<file path="config.mk">
export PLATFORM = sky130hd
export DESIGN_NAME = ibpl_out_pulse_gen
export DESIGN_NICKNAME = d
export VERILOG_FILES = /design/src/rtl/ibpl_pkg.sv /design/src/rtl/ibpl_pulse_chan.sv /design/src/rtl/ibpl_out_pulse_gen.sv
export SDC_FILE = /design/constraint.sdc
export NUM_CORES = 1
export LEC_CHECK = 0
export CORE_ASPECT_RATIO = 0.5
export CORE_UTILIZATION = 55
export DETAILED_ROUTE_END_ITERATION = 8
export GPL_TIMING_DRIVEN = 0
export PLACE_DENSITY_LB_ADDON = 0.2
export REMOVE_ABC_BUFFERS = 1
export SLEW_MARGIN = 25
export SYNTH_ARGS = -nofsm -noshare
export SYNTH_HDL_FRONTEND = slang
export SYNTH_SLANG_ARGS = --single-unit
</file>
<file path="constraint.sdc">
create_clock -name clk -period 3.35 [get_ports clk]
set_clock_uncertainty 0.05 [all_clocks]
set_input_delay 1.005 -clock clk [delete_from_list [all_inputs] [get_ports clk]]
set_output_delay 1.005 -clock clk [all_outputs]
set_load 0.005 [all_outputs]
</file>
<file path="src/rtl/ibpl_pkg.sv">
// rtl/ibpl_pkg.sv - shared types and limits for the interbackplane output pulse generator
package ibpl_pkg;

  typedef enum logic {
    IBPL_IDLE  = 1'b0,
    IBPL_PULSE = 1'b1
  } ibpl_state_t;

  localparam int IBPL_MAX_CH = 8;

endpackage

</file>
<file path="src/rtl/ibpl_pulse_chan.sv">
// rtl/ibpl_pulse_chan.sv - one output channel: level/pulse FSM, pulse counter, activity hold counter
module ibpl_pulse_chan
  import ibpl_pkg::*;
#(
  parameter int CNT_W  = 16,
  parameter int ACT_MS = 50,
  parameter int RETRIG = 1
) (
  input  logic             i_clk,
  input  logic             i_rst_n,
  input  logic             i_ena_us,
  input  logic             i_ena_ms,
  input  logic             i_en,
  input  logic             i_mode,
  input  logic             i_level,
  input  logic             i_trig,
  input  logic [CNT_W-1:0] i_len,
  output logic             o_out,
  output logic             o_act,
  output logic             o_busy
);

  localparam logic [7:0]       LP_ACT_LOAD = 8'(ACT_MS);
  localparam logic [CNT_W-1:0] LP_ONE      = CNT_W'(1);

  ibpl_state_t      r_state;
  logic [CNT_W-1:0] r_cnt;
  logic             r_out;
  logic             r_out_d;
  logic [7:0]       r_act_cnt;
  logic             r_act;

  logic w_len_ok;
  logic w_reload;
  logic w_rise;

  assign w_len_ok = (i_len != '0);
  assign w_reload = i_trig && (RETRIG != 0) && w_len_ok;
  assign w_rise   = r_out && !r_out_d;

  always_ff @(posedge i_clk or negedge i_rst_n) begin
    if (!i_rst_n) begin
      r_state   <= IBPL_IDLE;
      r_cnt     <= '0;
      r_out     <= 1'b0;
      r_out_d   <= 1'b0;
      r_act_cnt <= '0;
      r_act     <= 1'b0;
    end else begin
      r_out_d <= r_out;

      // Level mode and disabled channels both abort any pulse; only level mode drives level_in.
      if (!i_mode || !i_en) begin
        r_state <= IBPL_IDLE;
        r_cnt   <= '0;
        r_out   <= i_level && i_en && !i_mode;
      end else begin
        case (r_state)
          IBPL_IDLE: begin
            if (i_trig && w_len_ok) begin
              r_state <= IBPL_PULSE;
              r_cnt   <= i_len;
              r_out   <= 1'b1;
            end else begin
              r_out <= 1'b0;
            end
          end
          IBPL_PULSE: begin
            r_out <= 1'b1;
            if (w_reload) begin
              r_cnt <= i_len;
            end else if (i_ena_us) begin
              if (r_cnt <= LP_ONE) begin
                r_state <= IBPL_IDLE;
                r_cnt   <= '0;
                r_out   <= 1'b0;
              end else begin
                r_cnt <= r_cnt - LP_ONE;
              end
            end
          end
          default: begin
            r_state <= IBPL_IDLE;
            r_cnt   <= '0;
            r_out   <= 1'b0;
          end
        endcase
      end

      // Activity hold is independent of enable so the LED keeps showing recent activity.
      if (w_rise) begin
        r_act_cnt <= LP_ACT_LOAD;
        r_act     <= 1'b1;
      end else if (i_ena_ms && (r_act_cnt != '0)) begin
        r_act_cnt <= r_act_cnt - 8'd1;
        if (r_act_cnt == 8'd1) begin
          r_act <= 1'b0;
        end
      end
    end
  end

  assign o_out  = r_out;
  assign o_act  = r_act;
  assign o_busy = (r_state == IBPL_PULSE);

endmodule

</file>
<file path="src/rtl/ibpl_out_pulse_gen.sv">
// rtl/ibpl_out_pulse_gen.sv - drive word and activity flags for the interbackplane output cardlet
module ibpl_out_pulse_gen
  import ibpl_pkg::*;
#(
  parameter int CHANNELS = 6,
  parameter int CNT_W    = 16,
  parameter int ACT_MS   = 50,
  parameter int RETRIG   = 1
) (
  input  logic             clk,
  input  logic             nReset,
  input  logic             ena_us,
  input  logic             ena_ms,
  input  logic [7:0]       output_enable,
  input  logic [7:0]       mode,
  input  logic [7:0]       level_in,
  input  logic [7:0]       trig_in,
  input  logic             cfg_we,
  input  logic [2:0]       cfg_ch,
  input  logic [CNT_W-1:0] cfg_len,
  output logic [7:0]       internal_out,
  output logic [7:0]       output_act,
  output logic             busy
);

  logic [CNT_W-1:0]       r_len [CHANNELS];
  logic [IBPL_MAX_CH-1:0] w_out;
  logic [IBPL_MAX_CH-1:0] w_act;
  logic [IBPL_MAX_CH-1:0] w_busy;
  logic                   w_unused_bits;

  // Addresses at or above CHANNELS match no entry and are silently dropped.
  always_ff @(posedge clk or negedge nReset) begin
    if (!nReset) begin
      for (int i = 0; i < CHANNELS; i++) begin
        r_len[i] <= '0;
      end
    end else if (cfg_we) begin
      for (int i = 0; i < CHANNELS; i++) begin
        if (cfg_ch == 3'(i)) begin
          r_len[i] <= cfg_len;
        end
      end
    end
  end

  for (genvar g = 0; g < IBPL_MAX_CH; g++) begin : g_ch
    if (g < CHANNELS) begin : g_used
      ibpl_pulse_chan #(
        .CNT_W  (CNT_W),
        .ACT_MS (ACT_MS),
        .RETRIG (RETRIG)
      ) u_chan (
        .i_clk    (clk),
        .i_rst_n  (nReset),
        .i_ena_us (ena_us),
        .i_ena_ms (ena_ms),
        .i_en     (output_enable[g]),
        .i_mode   (mode[g]),
        .i_level  (level_in[g]),
        .i_trig   (trig_in[g]),
        .i_len    (r_len[g]),
        .o_out    (w_out[g]),
        .o_act    (w_act[g]),
        .o_busy   (w_busy[g])
      );
    end else begin : g_unused
      assign w_out[g]  = 1'b0;
      assign w_act[g]  = 1'b0;
      assign w_busy[g] = 1'b0;
    end
  end

  assign w_unused_bits = ^{output_enable, mode, level_in, trig_in};

  assign internal_out = w_out;
  assign output_act   = w_act;
  assign busy         = |w_busy;

endmodule
</file>
Word level (Yosys, flattened, before mapping)
Index checks and enable logic that the tools add are counted.
W data, S select, Z words.
Cells by class
  reductions and logical operators: 98
  multiplexer cells: 108
  bitwise gates (word level): 6
  $add $sub $neg: 12
  order comparisons: 6
  eq/ne operators: 23
Operators with widths (count)
  $mux W16: 30
  $pmux W16 S2: 6
  $le A16 B1 Y1 const B: 6
  $mux W8: 12
  $reduce_bool A16 Y1: 6
  $sub A16 B1 Y16 const B: 6
  $mux W1: 54
  $eq A8 B1 Y1 const B: 6
  $reduce_bool A8 Y1: 6
  $sub A8 B1 Y8 const B: 6
  $reduce_and A2 Y1: 18
  $logic_and A1 B1 Y1: 30
  $ne A4 B4 Y1 const B: 6
  $reduce_bool A2 Y1: 12
  $logic_not A1 Y1: 18
  $ne A3 B1 Y1 const B: 6
  $pmux W1 S2: 6
  $eq A3 B2 Y1 const B: 2
  $eq A3 B3 Y1 const B: 2
  $logic_or A1 B1 Y1: 6
  $not A1 Y1: 6
  $reduce_or A6 Y1: 1
  $eq A3 B1 Y1 const B: 1
  $logic_not A3 Y1: 1
Word-level totals
  logic and storage cells: 295
  output and inout port bits: 17
  register bits: 264
  bits of input ports: 56

Depth between registers and ports, before layout
Gate-level depths: netlist of the first run.
  depth after elaboration: 6
  gate-level depth with buffers: 9
  depth with buffers taken out: 8

Hierarchy
Synthesis of the first run repeated with hierarchy kept, for this count alone.
Unflattened totals
  cells, all modules: 1357
  area, all modules: 14131.1 µm²
Modules (own cells, without submodules)
  ibpl_pulse_chan at g_ch[0].g_used.u_chan ...: cells each 185, times used 3, area each 1684.1 µm²
  ibpl_out_pulse_gen: cells each 216, times used 1, area each 3763.6 µm²
  ibpl_pulse_chan at g_ch[3].g_used.u_chan ...: cells each 192, times used 2, area each 1747.9 µm²
  ibpl_pulse_chan at g_ch[5].g_used.u_chan: cells each 202, times used 1, area each 1819.2 µm²

Worst setup path after synthesis of the first run
OpenSTA, ideal clock, no wires.
  kind: input -> register
  from: input port cfg_ch[0]
  to: register r_len[86] in the netlist's numbering
  setup time: 125 ps
  path slack: 408 ps
  cell stages on the path: 4
  arrival time: 2767 ps
  path buffers: 2
  cells stage by stage: clkbuf_1 nor4b_1 clkbuf_1 mux2_2
On the way
  word-level cells in the longest chain between the ends: 2
Ends and longest elaborated chain
  start: declaration: line ibpl_out_pulse_gen.sv:19  | input logic [2:0] cfg_ch,
  $logic_not A3 Y1: line ibpl_out_pulse_gen.sv:40  | if (cfg_ch == 3'(i)) begin
  $reduce_and A2 Y1 (no line)
  end signal: indexed assignment: line ibpl_out_pulse_gen.sv:41  | r_len[i] <= cfg_len;
  end: declaration: line ibpl_out_pulse_gen.sv:26  | logic [CNT_W-1:0] r_len [CHANNELS];
No other way between the ends.
A chain may end at the register's enable or synchronous reset.

Final worst setup path of the first run
  from: register g_ch[3].g_used.u_chan.r_state
  to: output port busy
On the way
  word-level cells in the longest chain between the ends: 1
Ends and longest elaborated chain
  start: declaration: line ibpl_pulse_chan.sv:26  | ibpl_state_t r_state;
  start signal: assignment: line ibpl_pulse_chan.sv:43  | r_state <= IBPL_IDLE;
  start signal: assignment: line ibpl_pulse_chan.sv:54  | r_state <= IBPL_IDLE;
  start signal: assignment: line ibpl_pulse_chan.sv:61  | r_state <= IBPL_PULSE;
  $reduce_or A6 Y1: line ibpl_out_pulse_gen.sv:78  | assign busy = |w_busy;
  end: declaration: line ibpl_out_pulse_gen.sv:23  | output logic busy
No other way between the ends.

==> results.md, run 1 <==
* Clock Latency Late Sink at 530 ps
* Yosys warns at 0
* Mapped Area at ~0.014 mm^2
* Core area at 0.0241 mm^2
* Multi-input logic area at 0.00662 mm^2
* Top-count cell post-synth: dfrtp_1
* Dominant synthesized flop cell: dfrtp_1
* Final Max Tran Viols at 0
* Initial antenna violation count at 1
* Top cells by area, synth: dfrtp_1 49%, mux2_2 8.0%, nand2_1 3.7%
* Die ar. at 0.0254 mm^2
* Global-route wire length before repair at 55,300 um
* Port-buffer cells at 60
* Outcome: finished clean
* Filler cell count at 1,963
* Endpoints failing setup at 0
* CP max FO at 4
* Final TNS setup at 0 ps
* Final Core Density at 63.8%
* # diodes at 0
* Avg Synthesized Cell Area at slightly below 10 um^2
* Grt total ovfl at 0
* Cells after synthesis at around 1,400
* Post-route ant nets at 0
* Worst VDD drop at 0.000300 V
* Maximum clock path buffer count at 3
* Root buffer cell: clkbuf_16
* Largest net degree at the start of global routing at 97
* Total GRT Usage at 27.1%
* P_leak at 6.40 nW
* Hold Buf Count CTS at 0
* Area growth, synth to finish at 13.3%
* # rows at 40
* Synth async-reset ratio at 100%
* Layout cell share with drive strength beyond 1 at roughly 13%
* Cell Area, Placed at 0.0145 mm^2
* Worst path required time at between 2000 and 2500 ps
* Crit end category: primary output
* Data arrival, critical path at 2190 ps
* Min Tclk post-route at 3250 ps
* DR DRC count at 0
* Initial core utilization at 56.3%
* Post-synthesis cell type count at 73
* Synth Register Bits at 264
* Num CTS Buffers at 24
* Max-slew headroom at the worst pin at 30.0%
* IO Count at 73
* Die H at approximately 110 um
* Hpwl dp at ~23,000 um
* Sequential share of the synthesized area at roughly half
* Slew @ Worst Pin at between 1000 and 1500 ps
* Pwr dens at 591 mW/mm^2
* Synth top area share at 48.7%
* Design area at 0.0154 mm^2
* Crit Path Class: flip-flop to primary output
* Vias per cell at 6.26
* Setup slack, reg-to-reg at 370 ps
* Number of iterations in the first detailed-routing pass at 5
* Die X at 224 um
* Top cells by count, synth: 264 x dfrtp_1, 134 x nand2_1, 122 x nor2_1, 96 x mux2_2, 76 x a21oi_1
* Final Hold Vio Count at 0
* Final #Nets at 1,495
* Clk slew on worst S/H paths at ~70 ps
* Yosys top cell by area: dfrtp_1
* CTS H-tree lvls at 1
* Crit share post-route at 97.0%
* CTS tree: built
* Vias at 11,034
* Post-synth EDFFs at 0
* RSZ-0062 raised after global routing: false
* Gp weighted congestion at 0.911
* WL final at 33,400 um
* Post-CTS setup buffers at 0
* WL/cell at 19.0 um
* Max cap viols at 0
* Vias in the first global route at about 11,000
* CTS sink count at 264
* Startpoint types: flip-flop
* Peak Freq at 308 MHz
* Hold Crit Class: flip-flop to flip-flop
* Number of DRC markers in iteration 0 at roughly 1,300
* Post-cts resize count at 2
* Seq. cell area at 0.00661 mm^2
## through the flow
stage / setup WS [ps] / hold slack [ps] / instances / total power [mW]
2_1_floorplan: -351 / 359 / 1313 / 5.45
3_3_place_gp: -9810 / 360 / 1709 / 5.98
5_1_grt: 70.9 / 396 / 1763 / 9.59
4_1_cts: 77.5 / 382 / 1763 / 9.15
6_report: 100 / 380 / 1763 / 9.09
3_5_place_dp: -859 / 367 / 1719 / 6.12
## flip-flops by register name, indices dropped and copies added (netlist names)
name / flops
g_ch.g_used.u_chan.o_out: 6
g_ch.g_used.u_chan.r_act_cnt: 48
r_len: 96
g_ch.g_used.u_chan.o_act: 6
g_ch.g_used.u_chan.r_out_d: 6
g_ch.g_used.u_chan.o_busy: 6
g_ch.g_used.u_chan.r_cnt: 96
## cell families after synthesis
| group | synth area share [%] |
|---|---|
| multiplexers | 8.26 |
| buffers and inverters | 3.27 |
| AO/OA/AOI/OAI | 14.1 |
| flip-flops | 48.7 |
| other | 0.0276 |
| AND/OR/NAND/NOR | 19.6 |
| adder cells (fa/ha/maj) | 2.76 |
| XOR/XNOR | 3.29 |
## worst max-delay path, stage by stage, from the launching register on
cell             delay [ps]
dfrtp_1                 470
nor4_1                  550
nand2_1                 170
clkdlybuf4s50_1         480
## area by class of cell
cell class,instances,share of cell area [%]
Multi-Input combinational cell,1009,43.0
Inverter,40,0.976
Clock inverter,7,0.764
Sequential cell,264,42.9
Timing Repair Buffer,70,4.63
Tap cell,336,2.73
Clock buffer,37,4.94
## power by group
part / internal (mW) / total (mW) / switching (mW)
Clock: 1.80 / 3.00 / 1.20
Sequential: 3.72 / 4.22 / 0.502
Combinational: 0.837 / 1.87 / 1.04
## final timing paths
check,start,end,cells past startpoint
max in group asynchronous,nReset,g_ch[3].g_used.u_chan.r_cnt[6]$_DFFE_PN0P_,2
worst min-delay path,g_ch[4].g_used.u_chan.o_out$_DFF_PN0_,g_ch[4].g_used.u_chan.r_out_d$_DFF_PN0_,0
worst min register to register,g_ch[4].g_used.u_chan.o_out$_DFF_PN0_,g_ch[4].g_used.u_chan.r_out_d$_DFF_PN0_,0
worst max-delay path,g_ch[3].g_used.u_chan.o_busy$_DFF_PN0_,busy,3
min in group asynchronous,nReset,g_ch[2].g_used.u_chan.r_act_cnt[5]$_DFFE_PN0P_,1
worst max register to register,g_ch[0].g_used.u_chan.r_cnt[6]$_DFFE_PN0P_,g_ch[0].g_used.u_chan.r_cnt[13]$_DFFE_PN0P_,6
## cells in the final DEF (no fill, tap or decap), types with 6 or more instances in the layout
cell / netlist / routed
or3_1: 16 / 16
mux2_2: 96 / 96
and2_1: 9 / 9
nor2b_1: 9 / 9
clkdlybuf4s50_1: 0 / 58
clkbuf_16: 0 / 25
or2_2: 6 / 6
nand2_1: 134 / 134
xor2_1: 7 / 7
clkbuf_8: 0 / 9
a21oi_1: 76 / 76
nand3b_1: 6 / 6
nor2_1: 122 / 121
nor3_1: 65 / 64
a32oi_1: 10 / 10
a22oi_1: 7 / 7
xnor2_1: 44 / 44
o41ai_2: 5 / 7
o211ai_1: 26 / 26
ha_1: 30 / 30
o31ai_1: 10 / 10
nand3_1: 38 / 38
nand4_1: 15 / 15
a211oi_1: 6 / 6
dfrtp_1: 264 / 264
o22ai_1: 24 / 24
inv_1: 40 / 40
o311ai_0: 7 / 7
a31oi_1: 13 / 13
and3_1: 18 / 18
or4_1: 25 / 25
nand2b_1: 10 / 10
nor4_1: 39 / 39
o21ai_0: 66 / 66
## metal layers
metal	share of wire, %	track usage (%)
met1	45	38.2
met2	46	43.4
met3	6.7	5.22
met4	2.3	7.07
met5	0	0
Note: power is estimated with default switching activity, not from simulation.
==> inputs of run 2 (changes only) <==
CORE_ASPECT_RATIO = not set   (was 0.5)
clock period = 4.1 ns   (was 3.35 ns; I/O delays follow)
==> run 2 against run 1 <==
Effect of this change:
- non-clock buffer count stayed put
- die area is 0.15% lower
- total power shrank 17%
- combinational power shrank 19%
- sequential power shrank 18%
- count of clock-buffer cells in the layout down 1
- critical path type is now input port to flip-flop
- largest cell class unchanged
- largest power group unchanged
==> results.md, run 2 (same netlist as run 1, synthesis figures left out) <==
* Outcome: finished clean
* Final #Nets at around 1,500
* Total GRT Usage at between 20% and 30%
* Final TNS setup at 0 ps
* Port-buffer cells at 60
* Worst VDD drop at 0.000324 V
* Most frequent cells in the layout: 264 x dfrtp_1, 134 x nand2_1, 121 x nor2_1
* Filler cell count at 1,959
* Peak Freq at approximately 300 MHz
* Number of iterations in the first detailed-routing pass at 6
* Core area at 0.0242 mm^2
* Die X at approximately 160 um
* Gp weighted congestion at 0.917
* Maximum clock path buffer count at 3
* Post-cts resize count at 0
* RSZ-0062 raised after global routing: false
* Hpwl dp at 22,400 um
* Final Max Tran Viols at 0
* Crit end category: flip-flop
* CP max FO at 11
* Number of DRC markers in iteration 0 at 1,025
* Largest net degree at the start of global routing at 92
* # rows at 57
* R2R depth at 6
* Min Tclk post-route at 3290 ps
* Commonest non-fill, non-tap cell in the layout: dfrtp_1
* Largest regs: g_ch.g_used.u_chan.r_cnt x96, r_len x96, g_ch.g_used.u_chan.r_act_cnt x48
* Hold Crit Class: flip-flop to flip-flop
* CTS tree: built
* P_leak at ~6.4 nW
* Root buffer cell: clkbuf_16
* Die H at ~160 um
* Vias in the first global route at 10,496
* Layout cell share with drive strength beyond 1 at 13.2%
* Initial core utilization at 56.0%
* Hold path startpoint: g_ch[4].g_used.u_chan.o_out$_DFF_PN0_
* Vias per cell at 6.23
* Max-slew headroom at the worst pin at between 30% and 40%
* Pwr dens at about 500 mW/mm^2
* Grt total ovfl at 0
* IO Count at 73
* Seq. cell area at 0.00661 mm^2
* Startpoint types: input port
* Endpoints failing setup at 0
* CTS H-tree lvls at 1
* Hold path depth at 0
* Launch point of the worst reg-to-reg path: r_len[69]$_DFFE_PN0P_
* Design area at 0.0154 mm^2
* RR Endpoint: g_ch[1].g_used.u_chan.r_cnt[9]$_DFFE_PN0P_
* Crit share post-route at 80.2%
* Multi-input logic area at ~0.0066 mm^2
* Hold Path Sink: g_ch[4].g_used.u_chan.r_out_d$_DFF_PN0_
* WL final at between 30,000 and 40,000 um
* WL/cell at 18.6 um
* Cell Area, Placed at ~0.014 mm^2
* Worst path required time at 4490 ps
* # diodes at 0
* Setup slack, reg-to-reg at 1040 ps
* Die ar. at about 0.025 mm^2
* Data arrival, critical path at about 3700 ps
* Post-CTS setup buffers at 0
* Vias at 10,958
* DR DRC count at 0
* Num CTS Buffers at 28
* Clock Latency Late Sink at 540 ps
* Initial antenna violation count at 0
* Crit Path Class: input port to flip-flop
* Clk slew on worst S/H paths at 60 ps
* Area growth, synth to finish at 13.8%
* Hold Buf Count CTS at 0
* Slew @ Worst Pin at 992 ps
* Post-route ant nets at 0
* Global-route wire length before repair at 54,500 um
* CTS sink count at 264
* Final Hold Vio Count at 0
* Max cap viols at 0
## run 2: cell count changes in the layout (fill, tap and decap cells not counted), moves of 2 or more
cell,change
clkinv_4,+2
buf_4,-3
clkbuf_16,+4
clkinv_2,+8
clkbuf_8,-4
buf_6,+2
## run 2: routing by layer
metal,global-route usage (%),part of all wire [%]
met1,38.3,46
met2,42.4,47
met3,3.02,5.0
met4,6.73,2.3
met5,0,0
## run 2: layout make-up
class	count	share of cell area (%)
clock buffer	36	5.19
clock inverter	16	0.940
inverter	40	0.972
multi-input combinational	1009	42.9
sequential	264	42.8
tap	324	2.62
timing repair buffer	70	4.64
## run 2: how the worst max path moves through the flow
stage / slack (ps) / to / startpoint
after global placement: -9650 / g_ch[0].g_used.u_chan.r_cnt[1]$_DFFE_PN0P_ / nReset
after floorplan: 400 / g_ch[2].g_used.u_chan.r_cnt[4]$_DFFE_PN0P_ / r_len[57]$_DFFE_PN0P_
after CTS: 190 / g_ch[1].g_used.u_chan.r_cnt[9]$_DFFE_PN0P_ / ena_us
final: 810 / g_ch[1].g_used.u_chan.r_cnt[9]$_DFFE_PN0P_ / mode[1]
after global routing: 670 / g_ch[0].g_used.u_chan.r_cnt[8]$_DFFE_PN0P_ / mode[0]
after detailed placement: -360 / g_ch[1].g_used.u_chan.r_cnt[9]$_DFFE_PN0P_ / ena_us
## run 2: where the power goes
part / switching (mW) / internal [mW]
clock network: 1.06 / 1.51
registers: 0.413 / 3.04
logic: 0.834 / 0.682
## run 2: critical path: stages
cell,delay (ps)
clkdlybuf4s50_1,540
and3_1,280
o21ai_1,290
nor3b_1,890
nand2_1,180
o31ai_1,250
## run 2: stage by stage
stage	std cells	utilization [%]	hold WS (ps)	power (mW)	worst slack, ps
3_3_place_gp	1697	59.0	351	4.90	-9650
4_1_cts	1759	63.6	371	7.58	188
6_report	1759	63.7	369	7.54	814
3_5_place_dp	1707	59.7	359	4.99	-357
5_1_grt	1759	63.7	391	7.95	666
2_1_floorplan	1313	-	359	4.45	399
